## src/rtl/circuito_exp3_desafio_pkg.sv

```systemverilog
// Shared definitions for the memory-matching game: state codes, ROM contents
// and seven-segment glyphs (gfedcba, active-low).
package circuito_exp3_desafio_pkg;

    typedef enum logic [3:0] {
        INICIAL    = 4'h0,
        PREPARACAO = 4'h1,
        REGISTRA   = 4'h2,
        COMPARACAO = 4'h3,
        PROXIMO    = 4'h4,
        FIM_ACERTO = 4'hA,
        FIM_ERRO   = 4'hE
    } estado_t;

    localparam logic [3:0] ULTIMO_ENDERECO = 4'hF;
    localparam logic [6:0] SEG_APAGADO     = 7'b1111111;

    function automatic logic [3:0] rom_palavra(input logic [3:0] endereco);
        logic [3:0] palavra;
        case (endereco)
            4'h0: palavra = 4'b0001;
            4'h1: palavra = 4'b0010;
            4'h2: palavra = 4'b0100;
            4'h3: palavra = 4'b1000;
            4'h4: palavra = 4'b0100;
            4'h5: palavra = 4'b0010;
            4'h6: palavra = 4'b0001;
            4'h7: palavra = 4'b0001;
            4'h8: palavra = 4'b0010;
            4'h9: palavra = 4'b0010;
            4'hA: palavra = 4'b0100;
            4'hB: palavra = 4'b0100;
            4'hC: palavra = 4'b1000;
            4'hD: palavra = 4'b1000;
            4'hE: palavra = 4'b0001;
            default: palavra = 4'b0100;
        endcase
        return palavra;
    endfunction

    function automatic logic [6:0] seg7(input logic [3:0] valor);
        logic [6:0] padrao;
        case (valor)
            4'h0: padrao = 7'b1000000;
            4'h1: padrao = 7'b1111001;
            4'h2: padrao = 7'b0100100;
            4'h3: padrao = 7'b0110000;
            4'h4: padrao = 7'b0011001;
            4'h5: padrao = 7'b0010010;
            4'h6: padrao = 7'b0000010;
            4'h7: padrao = 7'b1111000;
            4'h8: padrao = 7'b0000000;
            4'h9: padrao = 7'b0010000;
            4'hA: padrao = 7'b0001000;
            4'hB: padrao = 7'b0000011;
            4'hC: padrao = 7'b1000110;
            4'hD: padrao = 7'b0100001;
            4'hE: padrao = 7'b0000110;
            default: padrao = 7'b0001110;
        endcase
        return padrao;
    endfunction

endpackage

```

## src/rtl/circuito_exp3_desafio_hexa7seg.sv

```systemverilog
// Hex digit to seven-segment decoder (gfedcba, active-low).
module hexa7seg
    import circuito_exp3_desafio_pkg::*;
(
    input  logic [3:0] hexa,
    output logic [6:0] display
);

    assign display = seg7(hexa);

endmodule

```

## src/rtl/circuito_exp3_desafio.sv

```systemverilog
// Memory game: the player must match a 16-word ROM sequence one key value
// at a time; a Moore FSM steps through register / compare / next phases.
module circuito_exp3_desafio
    import circuito_exp3_desafio_pkg::*;
(
    input  logic       clock,
    input  logic       reset,
    input  logic       iniciar,
    input  logic [3:0] chaves,
    output logic       pronto,
    output logic       acertou,
    output logic       errou,
    output logic       db_igual,
    output logic       db_iniciar,
    output logic [6:0] db_contagem,
    output logic [6:0] db_memoria,
    output logic [6:0] db_chaves,
    output logic [6:0] db_estado,
    output logic [6:0] db_acertou_errou
);

    estado_t    estado_q, estado_d;
    logic [3:0] contagem_q, contagem_d;
    logic [3:0] chaves_q, chaves_d;
    logic [3:0] memoria;
    logic       fim;
    logic       igual;

    assign memoria = rom_palavra(contagem_q);
    assign fim     = (contagem_q == ULTIMO_ENDERECO);
    assign igual   = (chaves_q == memoria);

    always_ff @(posedge clock or negedge reset) begin
        if (!reset) begin
            estado_q   <= INICIAL;
            contagem_q <= '0;
            chaves_q   <= '0;
        end else begin
            estado_q   <= estado_d;
            contagem_q <= contagem_d;
            chaves_q   <= chaves_d;
        end
    end

    // Counter and keys only move in their own states, so both freeze in the end states.
    always_comb begin
        estado_d   = estado_q;
        contagem_d = contagem_q;
        chaves_d   = chaves_q;
        pronto     = 1'b0;
        acertou    = 1'b0;
        errou      = 1'b0;
        case (estado_q)
            INICIAL: begin
                if (iniciar) estado_d = PREPARACAO;
            end
            PREPARACAO: begin
                contagem_d = '0;
                estado_d   = REGISTRA;
            end
            REGISTRA: begin
                chaves_d = chaves;
                estado_d = COMPARACAO;
            end
            COMPARACAO: begin
                if (!igual)   estado_d = FIM_ERRO;
                else if (fim) estado_d = FIM_ACERTO;
                else          estado_d = PROXIMO;
            end
            PROXIMO: begin
                contagem_d = contagem_q + 4'd1;
                estado_d   = REGISTRA;
            end
            FIM_ACERTO: begin
                pronto  = 1'b1;
                acertou = 1'b1;
                if (iniciar) estado_d = PREPARACAO;
            end
            FIM_ERRO: begin
                pronto = 1'b1;
                errou  = 1'b1;
                if (iniciar) estado_d = PREPARACAO;
            end
            default: estado_d = INICIAL;
        endcase
    end

    assign db_igual   = igual;
    assign db_iniciar = iniciar;

    // The end-state codes A and E double as the result glyphs.
    logic [3:0] hexa_in  [5];
    logic [6:0] hexa_out [5];

    assign hexa_in[0] = contagem_q;
    assign hexa_in[1] = memoria;
    assign hexa_in[2] = chaves_q;
    assign hexa_in[3] = estado_q;
    assign hexa_in[4] = estado_q;

    generate
        for (genvar gi = 0; gi < 5; gi++) begin : g_hexa
            hexa7seg u_hexa7seg (
                .hexa    (hexa_in[gi]),
                .display (hexa_out[gi])
            );
        end
    endgenerate

    assign db_contagem      = hexa_out[0];
    assign db_memoria       = hexa_out[1];
    assign db_chaves        = hexa_out[2];
    assign db_estado        = hexa_out[3];
    assign db_acertou_errou = pronto ? hexa_out[4] : SEG_APAGADO;

endmodule

```

## config.mk

```make
export PLATFORM = sky130hd
export DESIGN_NAME = circuito_exp3_desafio
export DESIGN_NICKNAME = d
export VERILOG_FILES = /design/src/rtl/circuito_exp3_desafio_pkg.sv /design/src/rtl/circuito_exp3_desafio_hexa7seg.sv /design/src/rtl/circuito_exp3_desafio.sv
export SDC_FILE = /design/constraint.sdc
export NUM_CORES = 1
export LEC_CHECK = 0
export BUFFER_PORTS_ARGS = -buffer_cell sky130_fd_sc_hd__buf_4
export CAP_MARGIN = 20
export CORE_MARGIN = 2
export CORE_UTILIZATION = 54
export DETAILED_ROUTE_END_ITERATION = 10
export MAX_ROUTING_LAYER = met4
export PLACE_DENSITY = 0.81
export SYNTH_ARGS = -nofsm -noshare
export SYNTH_HDL_FRONTEND = slang
export SYNTH_SLANG_ARGS = --single-unit
```

## constraint.sdc

```tcl
create_clock -name clock -period 3.5 [get_ports clock]
set_input_delay 0.7 -clock clock [delete_from_list [all_inputs] [get_ports clock]]
set_output_delay 0.7 -clock clock [all_outputs]
set_load 0.005 [all_outputs]
```

# After elaboration in Yosys (flattened, before gate mapping)
# Memory sizes are Yosys's and may differ from the RTL's.
# Cells that the tools add are included.
dict set report totals {
  output_inout_bits 40
  inputBits 7
  wordCells 33
  mem_count 6
  mem_bits_ro 624
  ff_bits 12
}
# memory depth width rd rd_ports_with_merged_regs wr line_no
set mem_list {}
lappend mem_list {{(name not given)} 16 7 1 0 0 circuito_exp3_desafio_pkg.sv:43} ;# case (valor)
lappend mem_list {{(name not given)} 16 7 1 0 0 circuito_exp3_desafio_pkg.sv:43}
lappend mem_list {{(name not given)} 16 7 1 0 0 circuito_exp3_desafio_pkg.sv:43}
lappend mem_list {{(name not given)} 16 7 1 0 0 circuito_exp3_desafio_pkg.sv:43}
lappend mem_list {{(name not given)} 16 7 1 0 0 circuito_exp3_desafio_pkg.sv:43}
lappend mem_list {{(name not given)} 16 4 1 0 0 circuito_exp3_desafio_pkg.sv:20} ;# case (endereco)
dict set report classes {
  eq_ne 9
  reduce_logical 5
  mux 9
  addsub 1
}
# cell n
set op_table {}
lappend op_table {{one-hot mux 4 bit (4 select lines)} 1}
lappend op_table {{equality test 4 bit (second input constant)} 3}
lappend op_table {{2-to-1 mux 4 bit} 3}
lappend op_table {{equality test 4 x 2 -> 1 bit (second input constant)} 2}
lappend op_table {{one-hot mux 4 bit (2 select lines)} 1}
lappend op_table {{2-to-1 mux 7 bit} 1}
lappend op_table {{adder 4 x 1 -> 4 bit (second input constant)} 1}
lappend op_table {{equality test 4 x 1 -> 1 bit (second input constant)} 1}
lappend op_table {{equality test 4 x 3 -> 1 bit (second input constant)} 1}
lappend op_table {{equality test 4 bit} 1}
lappend op_table {{zero test 4 bit} 1}
lappend op_table {{OR reduction 2 bit} 2}
lappend op_table {{2-to-1 mux 1 bit} 3}
lappend op_table {{OR reduction 3 bit} 1}
lappend op_table {{!= test 2 x 1 -> 1 bit (second input constant)} 1}
lappend op_table {{nonzero test 2 bit} 1}

# Longest topological paths before layout
dict set report logic_depth {
  depth_word 4
  ltp_mapped 11
  ltp_nobuf 10
}

# Hierarchy
# Synthesis repeated with hierarchy kept, for this count alone.
dict set report unflattened {
  hier_cells 261
  area_unflattened_um2 2270.9
}
# mod area_per_inst_um2 seq_area_each_um2 cells_each n_inst
set by_module_without_submodules {}
lappend by_module_without_submodules {hexa7seg 275.3 0.0 32 5}
lappend by_module_without_submodules {circuito_exp3_desafio 894.6 300.3 101 1}

# Worst setup path before layout
# No wires, ideal clock.
dict set report synth_timing {
  path_kind {flip-flop to output port}
  start {register contagem_q[1]}
  end {output db_memoria[1]}
  required_time_ns 2.800
  path_stages_with_launch 10
  slack_ns 0.580
  path_buffers 1
  arrival_time_ns 2.220
  path_cell_list {dfrtp_1 -> buf_6 -> inv_1 -> ha_1 -> or3b_1 -> o21ai_1 -> inv_1 -> ha_1 -> mux2_2 -> o32ai_1}
}
dict set report synth_via {
  elab_chain_len 2
}
# element line_no
set synth_lines {}
lappend synth_lines {{start: declaration} circuito_exp3_desafio.sv:23} ;# logic [3:0] contagem_q, contagem_d;
lappend synth_lines {{start signal: assignment} circuito_exp3_desafio.sv:40} ;# contagem_q <= contagem_d;
lappend synth_lines {{memory read (16 x 4 bit)} n/a}
lappend synth_lines {{memory read (16 x 7 bit)} n/a}
lappend synth_lines {{end: declaration} circuito_exp3_desafio.sv:16} ;# output logic [6:0] db_memoria,
# No other way between the ends.

# Final worst setup path
# Same ends and word-level chain as after synthesis.

==> results.md <==
- Status: completed
- Residual DRC: 0
- Dpl hpwl: 3030 um
- Max-Cap Viols: 0
- Period minus WS final: approximately 3.3 ns
- Arrival @ worst endpoint: 2.60 ns
- Setup crit end: db_memoria[1]
- Starting Density: roughly 57%
- Worst-Margin Slew: around 0.8 ns
- Flop2flop setup slack: ~0.95 ns
- Fin crit share: between 90% and 100%
- Sequential element share of the synthesized area: between 10% and 20%
- EDFF count, synth: 0
- First-pass GRT wire length: ~6500 um
- Crit. End Element: output port
- Clk_skew: about 0.002 ns
- Crit path from: contagem_q[1]
- IO Count: 47
- Routed len/inst: roughly 13 um
- PD cells: between 900 and 1000 nW/um^2
- Fillers: around 280
- Cell breakdown of the critical path: inv_1, ha_1, or3b_1, o21ai_1, inv_2, ha_1, mux2_2, o32ai_1, buf_4
- Iteration-0 DRC Markers: between 100 and 150
- Post-CTS Hold Fix Bufs: 0
- Netlist cell types: between 40 and 50
- Maximum buffer depth of the clock tree: 2
- Type of origin of the critical path: flip-flop
- Final instance area: approximately 2100 sq um
- Die width: just over 60 um
- Antenna diode count: 0
- Antenna Nets Post-Route: 0
- Mean number of vias per cell: approximately 5.8
- Number of global-route vias before repair: 1469
- DP Area: 2110 sq um
- RR Startpoint: contagem_q[0]
- Initial antenna violation count: 0
- Max frequency: roughly 0.30 GHz
- Total grt overflow: 0
- CP peak stage delay: between 0.4 and 0.5 ns
- Core Area: roughly 3100 sq um
- Largest net degree at the start of global routing: 31
- Routed vias: about 1800
- Dpl ws: 0.413 ns
- Prevailing post-synth register cell: dfrtp_1
- CTS root buffer: clkbuf_4
- Critical path data required time: ~2.8 ns
- Drt pass-1 iters: 4
- CP max FO: 12
- Max transition margin: 47.8%
- Die footprint: around 3800 sq um
- H-tree depth: 1
- Fin. max-slew vios: 0
- Final WL: 3910 um
- Unrepaired setup endpoints after global routing: no
- Clock sinks: 12
- CTS Buf Count: 3
- Worst IR Drop VDD: 456 uV
- Synth async-reset ratio: 100%
- Std cell rows: 20
- Synth Net Count: between 200 and 300
- # port buffers: 46
- Critical Path Most Common Cell: ha_1
- Total leakage power: 0.00102 uW
- Syn-to-layout area delta: 20.6%
- Share of cells above drive strength 1: 24.2%
- Crit Path Category: flip-flop to output port
- Fin. Hold Viols: 0
- # setup viols final: 0
- FF+latch count, synth: 12
- GPL Wtd Cong: 0.854
- Yosys Warn Count: 0
- Syn avg cell area: 7.75 sq um
- Fin nets: 299
- Mapped cell area: ~1800 sq um
- Slowest CP cell: dfrtp_2
- Final worst setup slack: ~0.2 ns
- All-Layer GR Usage: a little under a quarter
- Total power: 2090 uW
- Worst R2R End: estado_q[2]
- Worst R2R Path Depth: 7
- Clock latency at the later pin of the worst-skew pair: 0.27 ns
- Setup tns final: 0 ns
- Hold WC Path Type: primary input to asynchronous set/reset pin
- CTS tree: yes
- Syn Inst Count: between 200 and 250
- Clk slew on worst S/H paths: 0.08 ns
- Die Ht: 61.4 um
[registers in the layout, indices dropped and copies added, names as in the netlist]
name	flops
contagem_q	4
chaves_q	4
estado_q	4
[power by group]
| part | internal (uW) | switching (uW) |
|---|---|---|
| clock network | 63.3 | 47.6 |
| logic | 830 | 769 |
| registers | 196 | 182 |
[Yosys cell counts (3+ instances only)]
master | number | area (sq um)
a22o_1 | 5 | 43.8
nor3_1 | 5 | 25.0
o211ai_1 | 4 | 30.0
o21ai_0 | 21 | 105
buf_2 | 5 | 25.0
o22ai_1 | 5 | 31.3
dfrtp_1 | 12 | 300
inv_1 | 14 | 52.6
or3_1 | 5 | 31.3
nand2_1 | 19 | 71.3
nor2b_1 | 3 | 18.8
clkbuf_1 | 9 | 33.8
nand2b_1 | 7 | 43.8
a31oi_1 | 3 | 18.8
a21oi_1 | 15 | 75.1
nand3_1 | 9 | 45.0
mux2i_1 | 12 | 120
ha_1 | 26 | 325
and3_1 | 3 | 18.8
nor2_1 | 17 | 63.8
[critical path: cells and delay by family (launching register included)]
kind,cells,cell delay [ns]
mux,1,0.27
fa+ha+maj,2,0.50
simple gates,1,0.35
buf+inv,3,0.43
compound gates,2,0.29
flops,1,0.49
[layout by cell type, fill, tap and decap left out, types with 2 or more instances in the layout]
| cell type | n |
|---|---|
| ha_1 | 26 |
| nand2b_1 | 7 |
| a22o_1 | 5 |
| inv_2 | 2 |
| dfrtp_1 | 11 |
| o21ai_0 | 21 |
| xnor2_1 | 2 |
| or3b_1 | 2 |
| or3_1 | 5 |
| o32ai_1 | 2 |
| mux2_2 | 2 |
| nor3_1 | 5 |
| inv_1 | 12 |
| nand3_1 | 9 |
| clkbuf_4 | 3 |
| nand2_1 | 19 |
| o31ai_1 | 2 |
| mux4_2 | 2 |
| buf_4 | 49 |
| a21oi_1 | 15 |
| mux2i_1 | 12 |
| and3_1 | 3 |
| nor2b_1 | 3 |
| nor2_1 | 17 |
| o211ai_1 | 4 |
| a31oi_1 | 3 |
| o22ai_1 | 5 |
[logic make-up after synthesis]
kind of cell | count (synthesis) | synth area share (%)
AOI/OAI and AO/OA | 61 | 20.9
xor gates and xnor gates | 3 | 2.53
adders and majority gates | 26 | 18.3
buffers and inverters | 33 | 8.36
DFF | 12 | 16.9
muxes | 16 | 10.5
and+or+nand+nor | 79 | 22.6
[routing by layer]
layer / wire length, um / GRT usage (%) / part of all wire [%]
met1: 1820 / 31.1 / 47
met2: 1930 / 37.4 / 49
met3: 132 / 3.15 / 3.4
met4: 27 / 4.86 / 0.69
met5: 0 / - / 0
[stage by stage]
step	instances	hold slack (ns)	util, %
2_1_floorplan	230	0.404	-
3_3_place_gp	305	0.550	68.1
3_5_place_dp	305	0.550	68.1
4_1_cts	309	0.257	69.2
5_1_grt	309	0.251	69.3
6_report	309	0.252	69.3
[how the worst min path moves through the flow]
stage,startpoint,to,slack [ns],depth (start not counted)
after floorplan,reset,chaves_q[0],0.40,0
after global placement,reset,chaves_q[0],0.55,1
after detailed placement,reset,chaves_q[0],0.55,1
after CTS,reset,estado_q[1],0.26,1
after global routing,reset,chaves_q[1],0.25,1
final,reset,estado_q[0],0.25,1
[area by class of cell]
class	instances	area [sq um]	area share, %
Sequential cell	12	302	14.0
Tap cell	44	55.1	2.56
Inverter	15	56.3	2.62
Multi-Input combinational cell	185	1330	62.0
Timing Repair Buffer	49	368	17.1
Clock buffer	4	36.3	1.69
[what timing repair did]
item | in CTS | in global routing
resized for setup | 0 | 3
buffers inserted | 0 | 0
endpoints found under the setup margin | 0 | 2
Power figures use the tool's default switching activity.
